$ cat src/rtl/riscv_pkg.sv
// Shared types for the multi-cycle RV32 sequencer: FSM states, the opcode
// subset it executes, and next-PC source encodings.
package riscv_pkg;

  typedef enum logic [2:0] {
    FETCH,
    IF_WAIT,
    DECODE,
    EXEC,
    MEM,
    WB,
    TRAP
  } state_e;

  localparam logic [6:0] OP_R      = 7'b0110011;
  localparam logic [6:0] OP_IMM    = 7'b0010011;
  localparam logic [6:0] OP_LOAD   = 7'b0000011;
  localparam logic [6:0] OP_STORE  = 7'b0100011;
  localparam logic [6:0] OP_BRANCH = 7'b1100011;
  localparam logic [6:0] OP_JAL    = 7'b1101111;

  localparam logic [1:0] PC_SEL_PLUS4  = 2'b00;
  localparam logic [1:0] PC_SEL_BRANCH = 2'b01;
  localparam logic [1:0] PC_SEL_JAL    = 2'b10;

  function automatic logic op_legal(input logic [6:0] op);
    logic ok;
    ok = 1'b0;
    case (op)
      OP_R, OP_IMM, OP_LOAD, OP_STORE, OP_BRANCH, OP_JAL: ok = 1'b1;
      default:                                            ok = 1'b0;
    endcase
    return ok;
  endfunction

endpackage

$ cat src/rtl/instr_sequencer_if.sv
// Instruction- and data-memory req/ack handshakes between the sequencer
// (master) and the memory subsystem (slave).
interface instr_sequencer_if;
  logic imem_req;
  logic imem_ack;
  logic dmem_req;
  logic dmem_we;
  logic dmem_ack;

  modport master (
    output imem_req, dmem_req, dmem_we,
    input  imem_ack, dmem_ack
  );

  modport slave (
    input  imem_req, dmem_req, dmem_we,
    output imem_ack, dmem_ack
  );
endinterface

$ cat src/rtl/seq_perf_counters.sv
// Free-running cycle and retired-instruction counters; only elaborated when
// SEQ_PERF_CNT_EN is defined, so the default build carries no counter flops.
`ifdef SEQ_PERF_CNT_EN
module seq_perf_counters #(
  parameter int CNT_W = 32
) (
  input  logic             clk,
  input  logic             rst,
  input  logic             halted,
  input  logic             retire,
  output logic [CNT_W-1:0] cycle_cnt,
  output logic [CNT_W-1:0] instret_cnt
);

  logic [CNT_W-1:0] cycle_q, cycle_d;
  logic [CNT_W-1:0] instret_q, instret_d;

  // Both counters wrap naturally at 2^CNT_W.
  always_comb begin
    cycle_d   = cycle_q;
    instret_d = instret_q;
    if (!halted) cycle_d   = cycle_q + CNT_W'(1);
    if (retire)  instret_d = instret_q + CNT_W'(1);
  end

  always_ff @(posedge clk) begin
    if (rst) begin
      cycle_q   <= '0;
      instret_q <= '0;
    end else begin
      cycle_q   <= cycle_d;
      instret_q <= instret_d;
    end
  end

  assign cycle_cnt   = cycle_q;
  assign instret_cnt = instret_q;

endmodule
`endif

$ cat src/rtl/instr_sequencer.sv
// Multi-cycle fetch/decode/exec/mem/writeback sequencer for the RV32 datapath.
// Define SEQ_PERF_CNT_EN to build the cycle/instret performance counters.
module instr_sequencer
  import riscv_pkg::*;
#(
  parameter int CNT_W = 32
) (
  input  logic                clk,
  input  logic                rst,
  input  logic                run,
  input  logic [6:0]          opcode,
  input  logic                alu_zero,
  instr_sequencer_if.master   mem,
  output logic                ir_write,
  output logic                mdr_write,
  output logic                reg_write,
  output logic                pc_write,
  output logic [1:0]          pc_sel,
  output logic                retire,
  output logic                halted,
  output logic [CNT_W-1:0]    cycle_cnt,
  output logic [CNT_W-1:0]    instret_cnt
);

  state_e     state_q, state_d;
  logic [6:0] op_q, op_d;

  always_ff @(posedge clk) begin
    if (rst) begin
      state_q <= FETCH;
      op_q    <= '0;
    end else begin
      state_q <= state_d;
      op_q    <= op_d;
    end
  end

  // Outputs are decoded from state and op_q; only the ack-qualified strobes
  // (and the branch pc_sel) see inputs combinationally.
  always_comb begin
    state_d      = state_q;
    op_d         = op_q;
    mem.imem_req = 1'b0;
    mem.dmem_req = 1'b0;
    mem.dmem_we  = 1'b0;
    ir_write     = 1'b0;
    mdr_write    = 1'b0;
    reg_write    = 1'b0;
    pc_write     = 1'b0;
    pc_sel       = PC_SEL_PLUS4;
    retire       = 1'b0;
    halted       = 1'b0;

    case (state_q)
      FETCH: begin
        if (run) state_d = IF_WAIT;
      end
      IF_WAIT: begin
        mem.imem_req = 1'b1;
        if (mem.imem_ack) begin
          ir_write = 1'b1;
          state_d  = DECODE;
        end
      end
      DECODE: begin
        op_d    = opcode;
        state_d = op_legal(opcode) ? EXEC : TRAP;
      end
      EXEC: begin
        case (op_q)
          OP_LOAD, OP_STORE: state_d = MEM;
          OP_BRANCH: begin
            pc_write = 1'b1;
            retire   = 1'b1;
            pc_sel   = alu_zero ? PC_SEL_BRANCH : PC_SEL_PLUS4;
            state_d  = FETCH;
          end
          default: state_d = WB;
        endcase
      end
      MEM: begin
        mem.dmem_req = 1'b1;
        mem.dmem_we  = (op_q == OP_STORE);
        if (mem.dmem_ack) begin
          if (op_q == OP_STORE) begin
            pc_write = 1'b1;
            retire   = 1'b1;
            state_d  = FETCH;
          end else begin
            mdr_write = 1'b1;
            state_d   = WB;
          end
        end
      end
      WB: begin
        reg_write = 1'b1;
        pc_write  = 1'b1;
        retire    = 1'b1;
        pc_sel    = (op_q == OP_JAL) ? PC_SEL_JAL : PC_SEL_PLUS4;
        state_d   = FETCH;
      end
      TRAP: begin
        halted = 1'b1;
      end
      default: state_d = FETCH;
    endcase
  end

`ifdef SEQ_PERF_CNT_EN
  seq_perf_counters #(
    .CNT_W(CNT_W)
  ) u_perf (
    .clk        (clk),
    .rst        (rst),
    .halted     (halted),
    .retire     (retire),
    .cycle_cnt  (cycle_cnt),
    .instret_cnt(instret_cnt)
  );
`else
  assign cycle_cnt   = '0;
  assign instret_cnt = '0;
`endif

endmodule

$ cat src/flat_wrapper.sv
// flat-port wrapper written by rule: the top's interface ports become plain ports
module instr_sequencer_flat import riscv_pkg::*;
#(
  parameter int CNT_W = 32
)
  (clk, rst, run, opcode, alu_zero, ir_write, mdr_write, reg_write, pc_write, pc_sel, retire, halted, cycle_cnt, instret_cnt, mem_imem_req, mem_dmem_req, mem_dmem_we, mem_imem_ack, mem_dmem_ack);
  instr_sequencer_if mem_i ();
  input  logic clk;
  input  logic rst;
  input  logic run;
  input  logic [6:0] opcode;
  input  logic alu_zero;
  output logic ir_write;
  output logic mdr_write;
  output logic reg_write;
  output logic pc_write;
  output logic [1:0] pc_sel;
  output logic retire;
  output logic halted;
  output logic [CNT_W-1:0] cycle_cnt;
  output logic [CNT_W-1:0] instret_cnt;
  output wire logic [$bits(mem_i.imem_req)-1:0] mem_imem_req;
  output wire logic [$bits(mem_i.dmem_req)-1:0] mem_dmem_req;
  output wire logic [$bits(mem_i.dmem_we)-1:0] mem_dmem_we;
  input wire logic [$bits(mem_i.imem_ack)-1:0] mem_imem_ack;
  input wire logic [$bits(mem_i.dmem_ack)-1:0] mem_dmem_ack;
  assign mem_imem_req = mem_i.imem_req;
  assign mem_dmem_req = mem_i.dmem_req;
  assign mem_dmem_we = mem_i.dmem_we;
  assign mem_i.imem_ack = mem_imem_ack;
  assign mem_i.dmem_ack = mem_dmem_ack;
  instr_sequencer #(.CNT_W(CNT_W)) u_core (.clk(clk), .rst(rst), .run(run), .opcode(opcode), .alu_zero(alu_zero), .mem(mem_i), .ir_write(ir_write), .mdr_write(mdr_write), .reg_write(reg_write), .pc_write(pc_write), .pc_sel(pc_sel), .retire(retire), .halted(halted), .cycle_cnt(cycle_cnt), .instret_cnt(instret_cnt));
endmodule
$ cat config.mk
export PLATFORM = sky130hd
export DESIGN_NAME = instr_sequencer_flat
export DESIGN_NICKNAME = d
export VERILOG_FILES = /design/src/rtl/riscv_pkg.sv /design/src/rtl/instr_sequencer_if.sv /design/src/rtl/seq_perf_counters.sv /design/src/rtl/instr_sequencer.sv /design/src/flat_wrapper.sv
export SDC_FILE = /design/constraint.sdc
export NUM_CORES = 1
export LEC_CHECK = 0
export CAP_MARGIN = 20
export CORE_MARGIN = 4
export CORE_UTILIZATION = 37
export DETAILED_ROUTE_END_ITERATION = 10
export PLACE_DENSITY = 0.84
export RECOVER_POWER = 100
export SLEW_MARGIN = 20
export SYNTH_ARGS = -nofsm -noshare
export SYNTH_HDL_FRONTEND = slang
export SYNTH_SLANG_ARGS = --single-unit
$ cat constraint.sdc
create_clock -name clk -period 2.9 [get_ports clk]
set_clock_uncertainty 0.05 [all_clocks]
set_input_delay 0.58 -clock clk [delete_from_list [all_inputs] [get_ports clk]]
set_output_delay 0.58 -clock clk [all_outputs]
set_load 0.01 [all_outputs]
==> results.txt, run 1 <==
Final Cycle Share: 0.9403
Final WS setup: 0.1731 ns
Post-Synthesis Cells: 142
Worst Path Buf+Inv: 2
Die area: 4102 um^2
CTS Buffer Depth: 2
Critical R2R Capture: u_core.state_q[2]$_SDFFE_PP0P_
Critical Path, Cell by Cell: clkdlybuf4s50_1 -> a31oi_1 -> o32ai_1 -> dlygate4sd3_1
Pwr dens: 393.2 nW/um^2
Syn Area/Cell: 8.186 um^2
Routed len/inst: 9.889 um
Vias in the first global route: 664
# hold bufs at CTS: 0
H-tree depth: 1
Worst VDD drop: 170.7 uV
RSZ-0062 raised after global routing: no
Total power: 0.0004605 W
Initial antenna violation count: 0
Top cells by area, synth: buf_4 42%, dfxtp_1 17%, mux2i_1 6.9%
I/O pins: 88
Pins Over Slew Limit: 0
CP Launch Point: mem_dmem_ack
CP required: 2.27 ns
Overall Global Routing Usage: 0.09531
Largest area contributor in the netlist: buf_4
Gr ovfl total: 0
WHS Endpoint: u_core.op_q[3]$_SDFFE_PP0P_
GPL Wtd Cong: 0.7443
Via density: 3.904
Worst-path fanout max: 3
Crit Path Class: primary input to output port
Fraction of layout cells with a size suffix above 1: 0.04878
Drt pass-1 iters: 4
Clock root cell: clkbuf_4
Finished Layout Cells: 208
Core area: 3028 um^2
Reg2reg start: u_core.state_q[1]$_SDFFE_PP0P_
Status: completed
Clock tree sinks: 10
CP peak stage delay: 0.66 ns
Ys Warns: 0
Hold Path Cell Cnt: 2
Synthesized cell area: 1162 um^2
Clock Pin Slew Worst Setup and Hold Paths: 0.07 ns
First-pass GRT wire length: 3139 um
Port buffer count: 23
Worst R2R Setup Slack: 1.06 ns
R2R depth: 4
1st-iter DRT viols: 50
Unique masters post-synth: 34
Die Span Y: 64.05 um
Worst path arrival time: 2.10 ns
Final Hold Viols: 0
Synth top area share: 0.4198
Row count: 20
FILL cells: 336
DRC errors left: 0
Vias after detailed routing: 812
HPWL after DPL: 1712 um
CTS Buf Count: 3
Worst-Skew Late Latency: 0.27 ns
Setup repair bufs after CTS: 0
Startpoint types: primary input
Min-delay worst type: register to register
Initial Utilization: 0.3839
Cells after DPL: 204
Pleak: 0.5526 nW
Setup TNS: 0 ns
Synthesized flop and latch total: 10
# Max-Cap Violations: 0
Tmin final: 2.727 ns
Final-report setup violation count: 0
Peak Freq: 366.7 MHz
CTS tree: built
Place WS: 0.2009 ns
Critical path capture point type: output port
Post-CTS sizing: 0
Largest net degree at the start of global routing: 13
Die width: 64.05 um
Slew @ Worst Pin: 0.7999 ns
Max_slew headroom: 0.4648
Final nets: 178
HP Start: u_core.op_q[3]$_SDFFE_PP0P_
Worst path slowest cell: dlygate4sd3_1
Sequential share of the synthesized area: 0.1722
Top Family by Delay on Critical Path: buffers and inverters
Ant. Diodes: 0
DRT antenna net count: 0
Area delta synth->final: 0.7532%
Post-Route WL: 2057 um
## worst register-to-register path, delay by kind of cell, from the launching register on
| family | cells | cell delay (ns) |
|---|---|---|
| AND/OR/NAND/NOR | 2 | 0.75 |
| AO/OA/AOI/OAI | 2 | 0.39 |
| flip-flops | 1 | 0.57 |
## report_power, final
part / leakage [nW] / total [W] / internal, W / switching (W)
registers: 0.0812 / 0.000175 / 0.000151 / 0.0000240
logic: 0.450 / 0.000158 / 0.0000657 / 0.0000919
clock network: 0.0210 / 0.000128 / 0.0000763 / 0.0000515
total: 0.553 / 0.000461 / 0.000293 / 0.000167
## final cells by class
type                            count  area [um^2]  share of cell area
Multi-Input combinational cell    122        626.9              0.5353
Timing Repair Buffer               24        237.7              0.2030
Sequential cell                    10        200.2              0.1709
Tap cell                           44        55.05             0.04701
Clock buffer                        4        36.28             0.03098
Inverter                            4        15.01             0.01282
## flip-flops by register name, summed over array words and instances (netlist names)
signal / flops
u_core.op_q: 7
u_core.state_q: 3
## metal layers
| layer | GRT usage | wire, um | vias to the layer above |
|---|---|---|---|
| li1 | - | - | 396 |
| met1 | 0.1328 | 790 | 359 |
| met2 | 0.1342 | 977 | 55 |
| met3 | 0.03866 | 279 | 2 |
| met4 | 0.02426 | 10 | 0 |
| met5 | 0 | 0 | - |
## stage by stage
| step | util | instance area (um^2) | hold WS, ns |
|---|---|---|---|
| finish | 0.3868 | 1171 | 0.4831 |
| global route | 0.3868 | 1171 | 0.5467 |
| CTS | 0.3930 | 1190 | 0.4820 |
| detailed placement | 0.3810 | 1154 | 0.4719 |
| global placement | 0.3810 | 1154 | 0.4498 |
| floorplan | - | 1399 | 0.4258 |
## cell families (layout without fill, tap and decap cells)
group	count (synthesis)	count (layout)	share of synthesized area
buffers and inverters	73	32	0.4758
AND/OR/NAND/NOR	36	36	0.1851
multiplexers	8	8	0.06889
flip-flops	10	10	0.1722
AO/OA/AOI/OAI	13	13	0.08720
XOR/XNOR	1	1	0.007536
other	1	64	0.003226
## layout by cell type, fill, tap and decap left out, types with 2 or more instances in the layout
master           count
a21oi_1              4
dfxtp_1             10
a221oi_1             2
nor2b_1              2
clkdlybuf4s50_1     12
nor3_1               2
and3_1               2
nand3_1              3
or3_1                3
dlygate4sd3_1       11
inv_1                4
conb_1              64
mux2i_1              8
nor2_1              13
nand2b_1             3
clkbuf_4             3
## cell usage after synthesis
cell type / n
a211oi_1: 1
a21oi_1: 4
a221oi_1: 1
a221oi_2: 1
a311oi_1: 1
a31oi_1: 1
and2_1: 1
and3_1: 2
and3b_1: 1
and4bb_4: 1
buf_4: 65
buf_6: 2
clkbuf_8: 2
conb_1: 1
dfxtp_1: 10
inv_1: 4
mux2i_1: 8
nand2_1: 1
nand2b_1: 3
nand2b_4: 1
nand3_1: 3
nand4_1: 1
nand4b_1: 1
nor2_1: 12
nor2_4: 1
nor2b_1: 2
nor3_1: 2
nor3b_1: 1
o2111ai_1: 1
o22a_2: 1
o31ai_1: 1
o32ai_1: 1
or3_1: 3
xnor2_1: 1
## worst max path at each step
stage / endpoint / slack (ns) / cells after the start
5_1_grt: retire / 0.08 / 4
3_3_place_gp: retire / 0.24 / 4
6_report: retire / 0.17 / 4
4_1_cts: retire / 0.19 / 4
2_1_floorplan: retire / 0.87 / 4
3_5_place_dp: retire / 0.20 / 4
No activity file was read; power rests on OpenSTA's default activity.
==> run 2: changes to the inputs <==
CORE_UTILIZATION = 65   (was 37)
DONT_BUFFER_PORTS = 1   (was default)
PLACE_DENSITY = 0.78   (was 0.84)
clock period = 3.4 ns   (was 2.9 ns; I/O delays follow)
==> run 2 against run 1 <==
  * Critical path depth down 1
  * Count of clock-buffer cells in the layout unchanged
  * Wire length down 8.8%
  * Critical path type is now register to output port
  * Cell count down 21%
  * Sequential cell count unchanged
  * Core utilization up 14 points
  * Sequential share of layout area up 5.0 points
  * Register-to-register slack better by 0.53 ns
  * Via count down 11%
  * Critical endpoint is now pc_write
  * Sequential power down 15%
  * Global-route usage up 4.4 points
==> results.txt, run 2 (synthesis results as in run 1) <==
Regs by FF count: u_core.op_q: 7 flops, u_core.state_q: 3 flops
Fraction of layout cells with a size suffix above 1: 0.04286 (-0.005923)
CP required: 2.67 ns (+0.40 ns)
NetSw: 0.0001343 W (-20%)
Setup TNS: 0 ns (unchanged)
Sequential share of power: 0.410 (+0.030)
Largest net degree at the start of global routing: 13 (unchanged)
I/O pins: 88 (unchanged)
Ant. Diodes: 0 (unchanged)
Setup repair bufs after CTS: 0 (unchanged)
Drt pass-1 iters: 4 (unchanged)
# hold bufs at CTS: 0 (unchanged)
Biggest register: u_core.op_q
Overall Global Routing Usage: 0.1397 (+0.04436)
Status: completed
Core area: 1708 um^2 (-44%)
Peak Freq: 394.1 MHz
Area delta synth->final: -22.07%
1st-iter DRT viols: 11 (-78%)
Worst VDD drop: 264.7 uV (+55%)
Pins Over Slew Limit: 0 (unchanged)
Pwr dens: 400.0 nW/um^2 (+1.7%)
Slew @ Worst Pin: 0.7708 ns (-0.02915 ns)
Crit Path Class: register to output port
First-pass GRT wire length: 2656 um (-15%)
Worst-Skew Late Latency: 0.27 ns (about the same)
CTS Buf Count: 3 (unchanged)
Max_slew headroom: 0.4843 (+0.01951)
Final Hold Viols: 0 (unchanged)
Commonest cells after routing, fill and taps aside: 64 x conb_1, 13 x nor2_1, 10 x dfxtp_1, 8 x mux2i_1
# Max-Cap Violations: 0 (unchanged)
Final Cycle Share: 0.7462
DRC errors left: 0 (unchanged)
Clock Pin Slew Worst Setup and Hold Paths: 0.07 ns (about the same)
GPL Wtd Cong: 0.8404 (+13%)
HPWL after DPL: 1545 um (-9.7%)
RSZ-0062 raised after global routing: no
Critical path capture point type: output port
Row count: 15 (-25%)
Initial Utilization: 0.6806 (+0.2967)
Commonest non-fill, non-tap cell in the layout: conb_1
Die width: 50.29 um (-21%)
Cells after DPL: 161 (-21%)
Via density: 4.400 (+13%)
Vias in the first global route: 610 (-8.1%)
Post-CTS sizing: 0 (unchanged)
Pleak: 0.4311 nW (-22%)
Post-Layout Inst Area: 905.9 um^2 (-23%)
Number of flip-flops in the largest register: 7 (unchanged)
Gate power share: 0.290 (-0.052)
Sw frac: 0.3707 (+0.007267)
Post-Route WL: 1876 um (-8.8%)
Final nets: 154 (-13%)
Worst R2R Setup Slack: 1.59 ns (+0.53 ns)
Initial antenna violation count: 0 (unchanged)
Clock tree sinks: 10 (unchanged)
Hold slack: 0.4182 ns (-0.06496 ns)
Startpoint types: register
Routed len/inst: 11.37 um (+15%)
Final-report setup violation count: 0 (unchanged)
Gr ovfl total: 0 (unchanged)
Total power: 0.0003624 W (-21%)
Min-delay worst type: primary input to register
Worst path arrival time: 1.81 ns (-0.29 ns)
Tmin final: 2.537 ns
Die Span Y: 50.29 um (-21%)
Clock root cell: clkbuf_4
H-tree depth: 1 (unchanged)
Worst-path fanout max: 4 (+1)
CTS tree: built
Die area: 2529 um^2 (-38%)
Vias after detailed routing: 726 (-11%)
DRT antenna net count: 0 (unchanged)
Internal Power: 0.0002280 W (-22%)
CTS Buffer Depth: 2 (unchanged)
Port buffer count: 0 (-100%)
Finished Layout Cells: 165 (-21%)
Placed inst area: 892.1 um^2 (-23%)
Clk pwr share: 0.300 (+0.023)
## run 2: final timing paths
path,from,to,cells after the start
setup / recovery,u_core.op_q[5]$_SDFFE_PP0P_,pc_write,3
hold / removal,rst,u_core.state_q[1]$_SDFFE_PP0P_,1
setup reg to reg,u_core.state_q[1]$_SDFFE_PP0P_,u_core.state_q[2]$_SDFFE_PP0P_,4
hold reg to reg,u_core.op_q[3]$_SDFFE_PP0P_,u_core.op_q[3]$_SDFFE_PP0P_,2
## run 2: per-stage QoR
stage | worst slack [ns] | util
after floorplan | 1.271 | -
after global placement | 1.194 | 0.5223
after detailed placement | 1.179 | 0.5223
after CTS | 0.8630 | 0.5436
after global routing | 0.7102 | 0.5304
final | 0.8628 | 0.5304
## run 2: power by group through the flow
stage                     clock network, W  registers, W  logic, W
after CTS                         0.000111      0.000149  0.000109
after floorplan                          0      0.000138  0.000179
after detailed placement                 0      0.000152  0.000109
after global routing              0.000118      0.000151  0.000119
final                             0.000109      0.000148  0.000105
after global placement                   0      0.000151  0.000107
## run 2: per-layer routing
layer | part of all wire | track usage | routed length, um | vias up
met5 | 0 | 0 | 0 | -
met4 | 0.021 | 0.09677 | 40 | 0
met3 | 0.16 | 0.06231 | 304 | 5
met2 | 0.44 | 0.2000 | 831 | 55
met1 | 0.37 | 0.1640 | 700 | 325
li1 | - | - | - | 341
## run 2: area by class of cell
cell class              count  area (um^2)
flip-flops and latches     10        200.2
clock buffers               4        36.28
well taps                  25        31.28
fillers                   173        802.0
inverters                   4        15.01
multi-input cells         122        623.1
## run 2: critical path: stages, from the launching register on
cell and delay, ns:
dfxtp_1 0.36, nor3b_1 0.40, a31oi_1 0.14, o32ai_1 0.64
==> run 3: changes to the inputs <==
CORE_UTILIZATION = 56   (was 65)
PLACE_DENSITY = 0.71   (was 0.78)
clock period = 2.05 ns   (was 3.4 ns; I/O delays follow)
==> run 3 against run 2 <==
  * Register-to-register slack worse by 1.4 ns
  * Hold slack worse by 0.26 ns
  * Total power is 67% higher
  * Clock power is 64% higher
  * Die area is 13% higher
  * Sequential power is 68% higher
  * Core utilization is 5.5 points lower
  * Non-clock buffer count is 2 higher
  * First-iteration DRC count is 9.1% higher
  * Design area is 3.0% higher
  * Setup slack worse by 0.80 ns
  * Count of clock-buffer cells in the layout stayed put
==> results.txt, run 3 (synthesis results as in run 1) <==
Hold slack: 0.1558 ns (-0.2623 ns)
H-tree depth: 1 (unchanged)
Area delta synth->final: -19.70%
Commonest cells after routing, fill and taps aside: 64 x conb_1, 13 x nor2_1, 9 x dfxtp_1, 8 x mux2i_1
Crit Path Class: register to output port
WHS Endpoint: u_core.op_q[0]$_SDFFE_PP0P_
Clk pwr share: 0.296 (-0.004)
Pwr dens: 648.6 nW/um^2 (+62%)
Clock Pin Slew Worst Setup and Hold Paths: 0.07 ns (about the same)
Slew @ Worst Pin: 0.7936 ns (+0.02287 ns)
Tmin final: 1.988 ns
I/O pins: 88 (unchanged)
Die area: 2869 um^2 (+13%)
Sw frac: 0.3709 (about the same)
Sequential share of power: 0.409 (about the same)
Status: completed
Port buffer count: 0 (unchanged)
Clock tree sinks: 10 (unchanged)
Fraction of layout cells with a size suffix above 1: 0.07746 (+0.03461)
Number of flip-flops in the largest register: 7 (unchanged)
Worst-path fanout max: 5 (+1)
Row count: 16 (+1)
Regs by FF count: u_core.op_q: 7 flops, u_core.state_q: 3 flops
Routed len/inst: 11.60 um (+2.0%)
1st-iter DRT viols: 12 (+1)
Final Cycle Share: 0.9696
HPWL after DPL: 1611 um (+4.3%)
Die Span Y: 53.56 um (+6.5%)
First-pass GRT wire length: 2566 um (-3.4%)
Critical R2R Capture: u_core.state_q[2]$_SDFFE_PP0P_
Post-layout util: 0.4758 (-0.05464)
Vias in the first global route: 573 (-6.1%)
Gr ovfl total: 0 (unchanged)
Commonest non-fill, non-tap cell in the layout: conb_1
Biggest register: u_core.op_q
Post-Layout Inst Area: 933.4 um^2 (+3.0%)
Worst-Skew Late Latency: 0.26 ns (about the same)
GPL Wtd Cong: 0.7734 (-8.0%)
Worst R2R Setup Slack: 0.22 ns (-1.37 ns)
Pleak: 0.4444 nW (+3.1%)
Largest net degree at the start of global routing: 13 (unchanged)
Placed inst area: 909.6 um^2 (+2.0%)
HP Start: rst
Via density: 4.296 (-2.4%)
DRC errors left: 0 (unchanged)
Internal Power: 0.0003808 W (+67%)
Max_slew headroom: 0.4690 (-0.01530)
CTS tree: built
Final-report setup violation count: 0 (unchanged)
Final Hold Viols: 0 (unchanged)
Startpoint types: register
CTS Buf Count: 3 (unchanged)
Post-Route WL: 1960 um (+4.5%)
Pins Over Slew Limit: 0 (unchanged)
Clock root cell: clkbuf_4
Worst path arrival time: 1.53 ns (-0.28 ns)
Min-delay worst type: primary input to register
Overall Global Routing Usage: 0.1249 (-0.01481)
NetSw: 0.0002246 W (+67%)
Core area: 1962 um^2 (+15%)
Worst VDD drop: 334.7 uV (+26%)
Peak Freq: 503.1 MHz
Initial Utilization: 0.5925 (-0.08811)
Gate power share: 0.294 (+0.004)
Critical path capture point type: output port
R2R depth: 4 (unchanged)
Die width: 53.56 um (+6.5%)
Final nets: 156 (+1.3%)
Ant. Diodes: 0 (unchanged)
CP required: 1.59 ns (-1.08 ns)
Drt pass-1 iters: 4 (unchanged)
Initial antenna violation count: 0 (unchanged)
Reg2reg start: u_core.state_q[1]$_SDFFE_PP0P_
CTS Buffer Depth: 2 (unchanged)
Hold Path Cell Cnt: 1 (unchanged)
Vias after detailed routing: 726 (unchanged)
DRT antenna net count: 0 (unchanged)
# Max-Cap Violations: 0 (unchanged)
==> run 3: cell types whose count changed in the layout (fill, tap and decap cells not counted), sizes merged <==
| cell | change |
|---|---|
| buf | +2 |
==> run 3: repair_timing <==
item	CTS	global route
buffers inserted	0	0
endpoints found under the setup margin	0	4
gates resized for setup	0	2
hold buffers	0	0
==> run 3: layout make-up <==
class | instances | area, um^2
Timing Repair Buffer | 2 | 15.01
Tap cell | 27 | 33.78
Inverter | 4 | 15.01
Fill cell | 215 | 1028
Clock buffer | 4 | 36.28
Sequential cell | 10 | 201.4
Multi-Input combinational cell | 122 | 631.9
==> run 3: per-layer routing <==
metal / up-vias / GRT usage / wire, um
met5: - / 0 / 0
met4: 0 / 0.07234 / 12
met3: 2 / 0.05817 / 280
met2: 52 / 0.1918 / 920
met1: 327 / 0.1409 / 747
li1: 345 / - / -
==> run 3: power by group through the flow <==
stage                     Clock (W)  Combinational (W)  Sequential, W
after global routing       0.000194           0.000199       0.000252
after detailed placement          0           0.000184       0.000252
after CTS                  0.000185           0.000185       0.000248
after global placement            0           0.000182       0.000251
final                      0.000179           0.000178       0.000248
after floorplan                   0           0.000296       0.000230
==> run 3: worst max-delay path by stage <==
| stage | start | to | slack, ns | cells past startpoint |
|---|---|---|---|---|
| after global routing | u_core.op_q[6]$_SDFFE_PP0P_ | mdr_write | -0.008 | 4 |
| after global placement | u_core.state_q[2]$_SDFFE_PP0P_ | mem_dmem_we | 0.39 | 3 |
| final | u_core.op_q[6]$_SDFFE_PP0P_ | mdr_write | 0.06 | 4 |
| after floorplan | u_core.op_q[6]$_SDFFE_PP0P_ | retire | 0.19 | 4 |
| after CTS | u_core.state_q[2]$_SDFFE_PP0P_ | mdr_write | 0.08 | 3 |
| after detailed placement | u_core.state_q[2]$_SDFFE_PP0P_ | mdr_write | 0.39 | 3 |
==> run 3: metrics by stage <==
step	total power [W]	TNS, ns	setup WS (ns)	std cells
floorplan	0.0005259	0	0.1910	205
global placement	0.0004333	0	0.3933	165
detailed placement	0.0004361	0	0.3895	165
CTS	0.0006175	0	0.08129	169
global route	0.0006454	-0.007921	-0.007921	169
finish	0.0006054	0	0.06222	169
==> run 3: worst max-delay path: stages (launching register included) <==
cell	delay, ns
dfxtp_1	0.43
nor3b_2	0.09
buf_4	0.14
a211oi_1	0.34
and2_0	0.25
